<file path="config.mk">
export PLATFORM = sky130hd
export DESIGN_NAME = enc_packer
export DESIGN_NICKNAME = d
export VERILOG_FILES = /design/src/rtl/enc_packer_pkg.sv /design/src/rtl/enc_packer_merge.sv /design/src/rtl/enc_packer.sv
export SDC_FILE = /design/constraint.sdc
export NUM_CORES = 1
export LEC_CHECK = 0
export CAP_MARGIN = 5
export CORE_ASPECT_RATIO = 0.8
export CORE_MARGIN = 3
export CORE_UTILIZATION = 55
export DETAILED_ROUTE_END_ITERATION = 6
export PLACE_DENSITY = 0.8
export SYNTH_ARGS = -nofsm -noshare
export SYNTH_HDL_FRONTEND = slang
export SYNTH_SLANG_ARGS = --single-unit
</file>
<file path="constraint.sdc">
create_clock -name clk -period 13.06 [get_ports clk]
set_clock_uncertainty 0.1 [all_clocks]
set_input_delay 1.959 -clock clk [delete_from_list [all_inputs] [get_ports clk]]
set_output_delay 1.959 -clock clk [all_outputs]
set_load 0.1 [all_outputs]
</file>
<file path="src/rtl/enc_packer_pkg.sv">
// -----------------------------------------------------------------------------
// enc_packer_pkg
//   Shared constants for the encoder output packer.
//   ENC_SYM_NUM : symbols per beat (input and output)
//   EGF_ORDER   : bits per symbol (GF order)
//   ENC_RES_NUM : residue depth in symbols (two beats)
// -----------------------------------------------------------------------------
package enc_packer_pkg;

  localparam int ENC_SYM_NUM = 4;
  localparam int EGF_ORDER   = 8;
  localparam int ENC_RES_NUM = 2 * ENC_SYM_NUM;

endpackage : enc_packer_pkg

</file>
<file path="src/rtl/enc_packer_merge.sv">
// -----------------------------------------------------------------------------
// enc_packer_merge
//   Combinational next-residue builder. Shifts the residue down by the number
//   of symbols leaving on the output beat, then overlays the incoming symbols
//   starting at lane rem_i.
// Ports
//   res_data_i  : current residue, RES_NUM symbols, lane 0 oldest
//   shift_i     : symbols leaving this cycle (0 when no output fire)
//   rem_i       : residue count after the shift; first free lane
//   for_data_i  : incoming beat, SYM_NUM symbols, lane 0 oldest
//   wr_count_i  : symbols to append (0 when no input fire)
//   res_data_o  : next residue
// -----------------------------------------------------------------------------
module enc_packer_merge
  import enc_packer_pkg::*;
#(
  parameter int SYM_NUM   = ENC_SYM_NUM,
  parameter int SYM_WIDTH = EGF_ORDER
) (
  input  logic [2*SYM_NUM*SYM_WIDTH-1:0]    res_data_i,
  input  logic [$clog2(SYM_NUM+1)-1:0]      shift_i,
  input  logic [$clog2(2*SYM_NUM+1)-1:0]    rem_i,
  input  logic [SYM_NUM*SYM_WIDTH-1:0]      for_data_i,
  input  logic [$clog2(SYM_NUM+1)-1:0]      wr_count_i,
  output logic [2*SYM_NUM*SYM_WIDTH-1:0]    res_data_o
);

  localparam int RES_NUM = 2 * SYM_NUM;

  logic [SYM_WIDTH-1:0] sym;

  // NOTE: every variable written here gets a default first, so no path leaves
  // it unassigned and no latch is inferred.
  always_comb begin
    res_data_o = '0;
    sym        = '0;
    for (int i = 0; i < RES_NUM; i++) begin
      sym = '0;
      // Shift-down: vacated top lanes fill with zero, which keeps every lane
      // at or above the residue count cleared.
      if (i + int'(shift_i) < RES_NUM) begin
        sym = res_data_i[(i + int'(shift_i))*SYM_WIDTH +: SYM_WIDTH];
      end
      // rem_i <= SYM_NUM and wr_count_i <= SYM_NUM, so the append window
      // always fits inside the residue.
      if ((i >= int'(rem_i)) && (i < int'(rem_i) + int'(wr_count_i))) begin
        sym = for_data_i[(i - int'(rem_i))*SYM_WIDTH +: SYM_WIDTH];
      end
      res_data_o[i*SYM_WIDTH +: SYM_WIDTH] = sym;
    end
  end

endmodule : enc_packer_merge

</file>
<file path="src/rtl/enc_packer.sv">
// -----------------------------------------------------------------------------
// enc_packer
//   Repacks variable-fill beats from the output formatter into dense
//   SYM_NUM-symbol beats. A beat flagged for_last closes the codeword: input
//   is blocked until the residue drains, and the final (possibly partial or
//   empty) beat carries out_last.
// Ports
//   clk, rst     : clock; synchronous active-high reset
//   for_valid    : input beat valid
//   for_ready    : input beat accepted when for_valid && for_ready
//   for_request  : valid symbols in for_data lanes [0..for_request-1]
//   for_data     : input symbols, lane 0 oldest
//   for_last     : input beat closes the codeword
//   out_valid    : output beat valid
//   out_ready    : sink accepts when out_valid && out_ready
//   out_data     : packed symbols, lane 0 oldest, lanes >= out_count zero
//   out_count    : valid symbols in out_data
//   out_last     : final beat of the codeword
// -----------------------------------------------------------------------------
module enc_packer
  import enc_packer_pkg::*;
#(
  parameter int SYM_NUM   = ENC_SYM_NUM,
  parameter int SYM_WIDTH = EGF_ORDER
) (
  input  logic                           clk,
  input  logic                           rst,
  input  logic                           for_valid,
  output logic                           for_ready,
  input  logic [$clog2(SYM_NUM+1)-1:0]   for_request,
  input  logic [SYM_NUM*SYM_WIDTH-1:0]   for_data,
  input  logic                           for_last,
  output logic                           out_valid,
  input  logic                           out_ready,
  output logic [SYM_NUM*SYM_WIDTH-1:0]   out_data,
  output logic [$clog2(SYM_NUM+1)-1:0]   out_count,
  output logic                           out_last
);

  localparam int RES_NUM = 2 * SYM_NUM;
  localparam int CW      = $clog2(SYM_NUM + 1);
  localparam int RW      = $clog2(RES_NUM + 1);

  logic [RES_NUM*SYM_WIDTH-1:0] res_data_q, res_data_d;
  logic [RW-1:0]                res_count_q, res_count_d;
  logic                         flush_q, flush_d;

  logic          out_fire, in_fire;
  logic [RW-1:0] rem;
  logic [CW-1:0] shift, wr_count;

  // Output beat straight from the residue head.
  assign out_count = (res_count_q >= RW'(SYM_NUM)) ? CW'(SYM_NUM) : res_count_q[CW-1:0];
  assign out_valid = !rst && ((res_count_q >= RW'(SYM_NUM)) || flush_q);
  assign out_last  = flush_q && (res_count_q <= RW'(SYM_NUM));

  always_comb begin
    out_data = '0;
    for (int i = 0; i < SYM_NUM; i++) begin
      if (i < int'(out_count)) begin
        out_data[i*SYM_WIDTH +: SYM_WIDTH] = res_data_q[i*SYM_WIDTH +: SYM_WIDTH];
      end
    end
  end

  // Ready looks at what remains after this cycle's output, so a full residue
  // beat can leave while the next one arrives. No path from for_valid.
  assign out_fire  = out_valid && out_ready;
  assign shift     = out_fire ? out_count : '0;
  assign rem       = res_count_q - RW'(shift);
  assign for_ready = !rst && !flush_q && (rem <= RW'(SYM_NUM));
  assign in_fire   = for_valid && for_ready;
  assign wr_count  = in_fire ? for_request : '0;

  assign res_count_d = rem + RW'(wr_count);

  // in_fire needs !flush and out_last needs flush, so the two never collide.
  always_comb begin
    flush_d = flush_q;
    if (in_fire && for_last) begin
      flush_d = 1'b1;
    end else if (out_fire && out_last) begin
      flush_d = 1'b0;
    end
  end

  enc_packer_merge #(
    .SYM_NUM   (SYM_NUM),
    .SYM_WIDTH (SYM_WIDTH)
  ) u_merge (
    .res_data_i (res_data_q),
    .shift_i    (shift),
    .rem_i      (rem),
    .for_data_i (for_data),
    .wr_count_i (wr_count),
    .res_data_o (res_data_d)
  );

  // NOTE: state registers use non-blocking assignments so every flop samples
  // the pre-edge values regardless of block ordering.
  // NOTE: the residue is cleared on reset on purpose: the merge relies on
  // lanes above res_count being zero, and a mid-codeword reset must discard
  // stale symbols.
  always_ff @(posedge clk) begin
    if (rst) begin
      res_data_q  <= '0;
      res_count_q <= '0;
      flush_q     <= 1'b0;
    end else begin
      res_data_q  <= res_data_d;
      res_count_q <= res_count_d;
      flush_q     <= flush_d;
    end
  end

endmodule : enc_packer
</file>
==> metrics.txt, run 1 <==
Post-CTS Setup Inserts 0; leading cell types by count after synthesis 160 x nand2_1, 70 x mux2i_1, 69 x dfxtp_1, 47 x nor2_1, 43 x nand3_1; wire per inst 21.54 µm; die area 0.01206 mm²; post-route cell area 0.007028 mm²; Num CTS Buffers 9; n_diodes 0; layout cell share with drive strength beyond 1 10.23%; DRT Pass-1 Iters 7; outcome finished, violations left; final WL 19.64 mm; Slew Limit Fails 0; Peak VDD IR 0.0002080 V; Die X-Extent 122.0 µm; Yosys cell types 51; post-place instance area 0.006719 mm²; Least-Margin Pin Slew 1159 ps; Post-route DRC 3; largest net degree at the start of global routing 70; later-pin clock latency in the skew report 340 ps; mapped cell area 0.005922 mm²; Main synth FF type dfxtp_1; total gr overflow 0; CP Data Required Time 11,000 ps; Worst setup EP type primary output; initial antenna violation count 0; Synthesis Warnings 0; Layout fillers 831; crit start category input port; unrepaired setup endpoints after global routing false; async set or reset register ratio after synthesis 0%; CP arrival 7740 ps; hold path endpoint res_data_q[4]; R2R depth 19; reg2reg start res_count_q[3]; vias in the first global route 5,615; Mapped Cells 723; Final Hold Vio Count 0; WS Path Type input port to primary output; failing checks design-rule violations; hold buffers post-CTS 0; clock sink count 69; first-pass GRT wire length 30.76 mm; routed vias/inst 6.651; most common cell in the netlist nand2_1; HP Start res_data_q[4]; Top-Level Pins 78; htree depth 3; post_cts resized 0; Fin Setup TNS 0 ps; PwrDens 250.4 mW/mm²; GP Congestion 0.9279; root buffer cell clkbuf_16; starting DRC count in detailed routing 936; CTS tree built; Reg-to-Reg End res_data_q[15]; Layout area overhead 18.68%; worst hold-check path type flip-flop to flip-flop; post-DP HPWL 14.23 mm; Routed Antenna Nets 0; leakage power 2.671 nW; WHS Path Cells 2; row count 33; Final Setup Violations 0; FF+latch count, synth 69; ratio of final minimum period to clock period 75.03%; area share of the largest cell type after synthesis 23.33%; gr usage total 32.67%; Core Area 0.01036 mm²; # Max-Cap Violations 0; Max clock buf depth 2; Via Count 6,066; die height 98.81 µm; worst reg2reg setup slack 4910 ps; Slew HR 22.20%; Syn Nets 782; Worst Slack Setup Final 3261 ps; Worst-path clk slew 70 ps; Port-buffer cells 77; pre-CTS WS 3334 ps; register area share after synthesis 23.33%; CP max FO 15; post-synth top area cell dfxtp_1; Syn Area/Cell 8.191 µm²; number of synthesized flops with an enable pin 0; largest cells by area after synthesis dfxtp_1 23%, mux4_2 12%, mux2i_1 12%, nand2_1 10%, nand3_1 3.6%; Starting Density 57.14%; Max Fclk 0.1021 GHz; Final nets 826; fin crit period 9799 ps
==> critical path: stages <==
cell and delay [ps]:
clkdlybuf4s50_1 550, nand2_1 400, nor2_1 720, inv_1 450, ha_1 480, xnor2_1 940, ha_1 370, a22o_1 160
a21oi_1 110, nor3_1 370, clkdlybuf4s50_1 1210
==> layout make-up <==
class | count | area, µm² | share of cell area, %
inverter | 10 | 37.54 | 0.5341
sequential | 69 | 1381 | 19.65
timing repair buffer | 83 | 810.8 | 11.54
clock buffer | 10 | 239.0 | 3.400
multi-input combinational | 594 | 4314 | 61.39
clock inverter | 6 | 70.07 | 0.9970
tap | 140 | 175.2 | 2.492
==> how the worst max path moves through the flow <==
| stage | end | slack (ps) | cells past startpoint | startpoint |
|---|---|---|---|---|
| 2_1_floorplan | res_data_q[15] | 3920 | 21 | rst |
| 3_3_place_gp | for_ready | 3570 | 11 | out_ready |
| 3_5_place_dp | for_ready | 3330 | 11 | out_ready |
| 4_1_cts | for_ready | 3360 | 11 | out_ready |
| 5_1_grt | for_ready | 2900 | 11 | out_ready |
| 6_report | for_ready | 3260 | 11 | out_ready |
==> layout by cell type (no fill, tap or decap), types with 3 or more instances in the layout <==
master	instances
a21oi_1	26
and2_1	9
a211o_1	3
xor2_1	3
nor2b_1	28
inv_1	9
o221ai_1	3
a221oi_1	5
nor3_1	5
dfxtp_1	69
mux2_2	13
and3_1	4
o22ai_1	9
buf_4	6
o21bai_1	3
clkbuf_16	9
a311oi_1	14
clkinv_4	3
a22oi_1	9
mux4_2	32
o211ai_1	5
a22o_1	10
mux2i_1	70
ha_1	16
nand2_1	160
o2bb2ai_1	7
a21o_1	14
nor2_1	47
nand3_1	42
clkdlybuf4s50_1	76
or3_1	3
o21ai_0	29
==> report_power, final <==
| part | total, W | internal [W] | leakage [nW] | switching (W) |
|---|---|---|---|---|
| combinational | 0.00120 | 0.000438 | 1.96 | 0.000763 |
| sequential | 0.000303 | 0.000250 | 0.560 | 0.0000524 |
| clock | 0.000256 | 0.000155 | 0.153 | 0.000102 |
| total | 0.00176 | 0.000843 | 2.67 | 0.000917 |
==> cell families (layout without fill, tap and decap cells) <==
| kind of cell | Yosys count | in the layout | share of synthesized area (%) |
|---|---|---|---|
| multiplexers | 116 | 116 | 26.73 |
| adder cells (fa/ha/maj) | 19 | 19 | 4.268 |
| flip-flops | 69 | 69 | 23.33 |
| XOR/XNOR | 6 | 6 | 1.014 |
| AO/OA/AOI/OAI | 146 | 146 | 17.62 |
| AND/OR/NAND/NOR | 307 | 307 | 23.09 |
| buffers and inverters | 60 | 109 | 3.951 |
==> registers in the layout (all words and copies together) (netlist names) <==
name / cells
flush_q: 1
res_data_q: 64
res_count_q: 4
==> stage by stage <==
stage          total power [W]  hold slack [ps]  utilization, %  instances
6_report              0.001760            489.3           67.81        912
5_1_grt               0.001838            523.4           67.81        912
4_1_cts               0.001732            479.3           67.81        912
3_5_place_dp          0.001474            462.4           64.83        896
3_3_place_gp          0.001447            429.4           64.83        896
2_1_floorplan         0.001188            408.3               -        723
==> routing by layer <==
layer,track usage (%),wire [µm],vias to the layer above
met2,46.86,8204,411
met5,0,0,-
met4,7.752,331,0
met3,10.79,2763,45
li1,-,-,2718
met1,47.73,8342,2892
Power figures use the tool's default switching activity.
==> run 2: changes to the inputs <==
==> constraint.sdc (replaced) <==
create_clock -name clk -period 9.2 [get_ports clk]
set_clock_uncertainty 0.1 [all_clocks]
set_input_delay 1.38 -clock clk [delete_from_list [all_inputs] [get_ports clk]]
set_output_delay 1.38 -clock clk [all_outputs]
set_load 0.1 [all_outputs]
==> run 2 against run 1 <==
Effect of this change: the flow now finishes without violations; combinational power up 44%; non-clock buffer count up 6; worst hold slack got worse by 18 ps; die area unchanged; sequential share of layout area about the same; power rose by 41%; flip-flop and latch count did not move; critical path type is now input port to flip-flop; largest cell class unchanged; highest routed layer unchanged.
==> metrics.txt, run 2 (same netlist as run 1, synthesis figures left out) <==
unrepaired setup endpoints after global routing false; first-pass GRT wire length 31.28 mm (+1.7%); Sw Share 52.57% (+0.45 points); ratio of final minimum period to clock period 83.61%; Layout fillers 845 (+1.7%); Max clock buf depth 2 (unchanged); most frequent cells in the layout 160 x nand2_1, 75 x clkdlybuf4s50_1, 70 x mux2i_1, 69 x dfxtp_1, 47 x nor2_1; Final Hold Vio Count 0 (unchanged); biggest regs res_data_q: 64 flops, res_count_q: 4 flops, flush_q: 1 flops; Peak VDD IR 0.0003405 V (+64%); R2R depth 19 (unchanged); worst hold-check path type flip-flop to flip-flop; Biggest register res_data_q; total gr overflow 0 (unchanged); outcome finished clean; Worst Slack Setup Final 1508 ps (-1753 ps); fin crit period 7692 ps; Max Fclk 0.1300 GHz; wire per inst 21.62 µm (+0.39%); final WL 19.85 mm (+1.1%); reg2reg start res_count_q[3]; Core Area 0.01036 mm² (unchanged); largest net degree at the start of global routing 70 (unchanged); HP Start res_data_q[4]; routed vias/inst 6.553 (-1.5%); initial antenna violation count 0 (unchanged); # Max-Cap Violations 0 (unchanged); CP Data Required Time 9360 ps (-1640 ps); Die X-Extent 122.0 µm (unchanged); Num CTS Buffers 9 (unchanged); Layout area overhead 18.85%; CTS tree built; hold path endpoint res_data_q[4]; crit-path max cell delay 810 ps (-400 ps); Switch Pwr 0.001305 W (+42%); commonest non-fill, non-tap cell in the layout nand2_1; Final Setup Violations 0 (unchanged); PwrDens 352.6 mW/mm² (+41%); CP arrival 7860 ps (+120 ps); die height 98.81 µm (unchanged); die area 0.01206 mm² (unchanged); Via Count 6,016 (-0.82%); Util after Layout 67.91% (+0.097 points); Slew Limit Fails 0 (unchanged); GP Congestion 0.9283 (about the same); internal power 0.001177 W (+40%); CP cell instances clkdlybuf4s50_1, nand2_1, nor2_1, inv_1, ha_1, a221oi_4, xnor2_2, buf_4, ha_1, a21oi_1, nor3_1, and3_1, ha_1, a21o_1, a21o_1, mux2_4, o41ai_4, mux2i_1; root buffer cell clkbuf_16; Reg-to-Reg End res_data_q[0]; CP max FO 17 (+2); Routed Antenna Nets 0 (unchanged); layout cell share with drive strength beyond 1 11.05% (+0.82 points); gr usage total 33.21% (+0.55 points); DRT Pass-1 Iters 6 (-1); Worst setup EP type flip-flop; n_diodes 0 (unchanged); Final nets 832 (+0.73%); Crit path top cell by count ha_1; clock sink count 69 (unchanged); worst reg2reg setup slack 1910 ps (-3000 ps); Buf/Inv on CP 3 (unchanged); Top Family by Delay on Critical Path simple AND/OR/NAND/NOR gates; Pwr Total 0.002482 W (+41%); Least-Margin Pin Slew 1186 ps (+27.08 ps); Slew HR 18.69% (-3.5 points); vias in the first global route 5,689 (+1.3%); Register Area 0.001381 mm² (unchanged); Starting Density 57.14% (unchanged); Post-CTS Setup Inserts 0 (unchanged); WS Path Type input port to flip-flop; Worst-path clk slew 60 ps (about the same); slowest CP cell o41ai_4; starting DRC count in detailed routing 855 (-8.7%); Port-buffer cells 77 (unchanged); Post-route DRC 0 (-3); leakage power 2.680 nW (+0.33%); post-DP HPWL 14.58 mm (+2.5%); Largest register FFs 64 (unchanged); row count 33 (unchanged); sequential share of power 17.1% (about the same); multi-input logic area 0.004314 mm² (unchanged); combinational share of power 69.7% (+1.5 points); pre-CTS WS 1347 ps (-1987 ps); Clock Power Share 13.2% (-1.4 points); post_cts resized 0 (unchanged); hold buffers post-CTS 0 (unchanged); Fin Setup TNS 0 ps (unchanged); Top-Level Pins 78 (unchanged); htree depth 3 (unchanged); later-pin clock latency in the skew report 340 ps (about the same); WHS Path Cells 2 (unchanged); crit start category input port
==> run 2: worst max path at each step <==
stage	startpoint	endpoint	slack, ps	cells past startpoint
after detailed placement	out_ready	res_data_q[5]	1350	18
after global routing	out_ready	res_data_q[10]	1190	17
after global placement	out_ready	res_data_q[4]	1670	19
final	out_ready	res_data_q[0]	1510	18
after CTS	out_ready	res_data_q[0]	1680	18
after floorplan	rst	res_data_q[15]	640	21
==> run 2: layer usage <==
layer | wire [µm] | global-route usage (%) | share of wire (%)
met5 | 0 | 0 | 0
met4 | 347 | 9.561 | 1.7
met3 | 2453 | 9.466 | 12
met2 | 8157 | 45.76 | 41
met1 | 8889 | 50.34 | 45
==> run 2: layout make-up <==
type | count | area share, %
clock inverter | 7 | 0.7289
clock buffer | 9 | 3.200
timing repair buffer | 89 | 12.12
multi-input combinational | 594 | 61.30
inverter | 10 | 0.5333
sequential | 69 | 19.63
tap | 140 | 2.489
==> run 2: power groups by stage <==
| stage | clock (W) | combinational [W] | sequential, W |
|---|---|---|---|
| after global routing | 0.000339 | 0.00183 | 0.000428 |
| after floorplan | 0 | 0.00129 | 0.000394 |
| after global placement | 0 | 0.00165 | 0.000423 |
| after CTS | 0.000327 | 0.00169 | 0.000418 |
| after detailed placement | 0 | 0.00169 | 0.000425 |
| final | 0.000328 | 0.00173 | 0.000424 |
==> run 2: through the flow <==
step	hold WS [ps]	cell area (µm²)	std cells
2_1_floorplan	408.3	5922	723
3_3_place_gp	433.4	6761	902
3_5_place_dp	452.9	6761	902
4_1_cts	469.5	7038	918
5_1_grt	496.7	7038	918
6_report	471.1	7038	918
==> run 2: worst reg2reg max path: stages (launching register included) <==
cell and delay, ps:
dfxtp_1 500, nor2_1 150, inv_1 420, nand2_1 520, nor2_1 740, inv_1 460
ha_1 480, a221oi_4 360, xnor2_2 150, buf_4 260, ha_1 300, a21oi_1 110
nor3_1 310, and3_1 280, ha_1 260, a21o_1 170, a21o_1 250, mux2_4 310
o41ai_4 810, mux2i_1 270
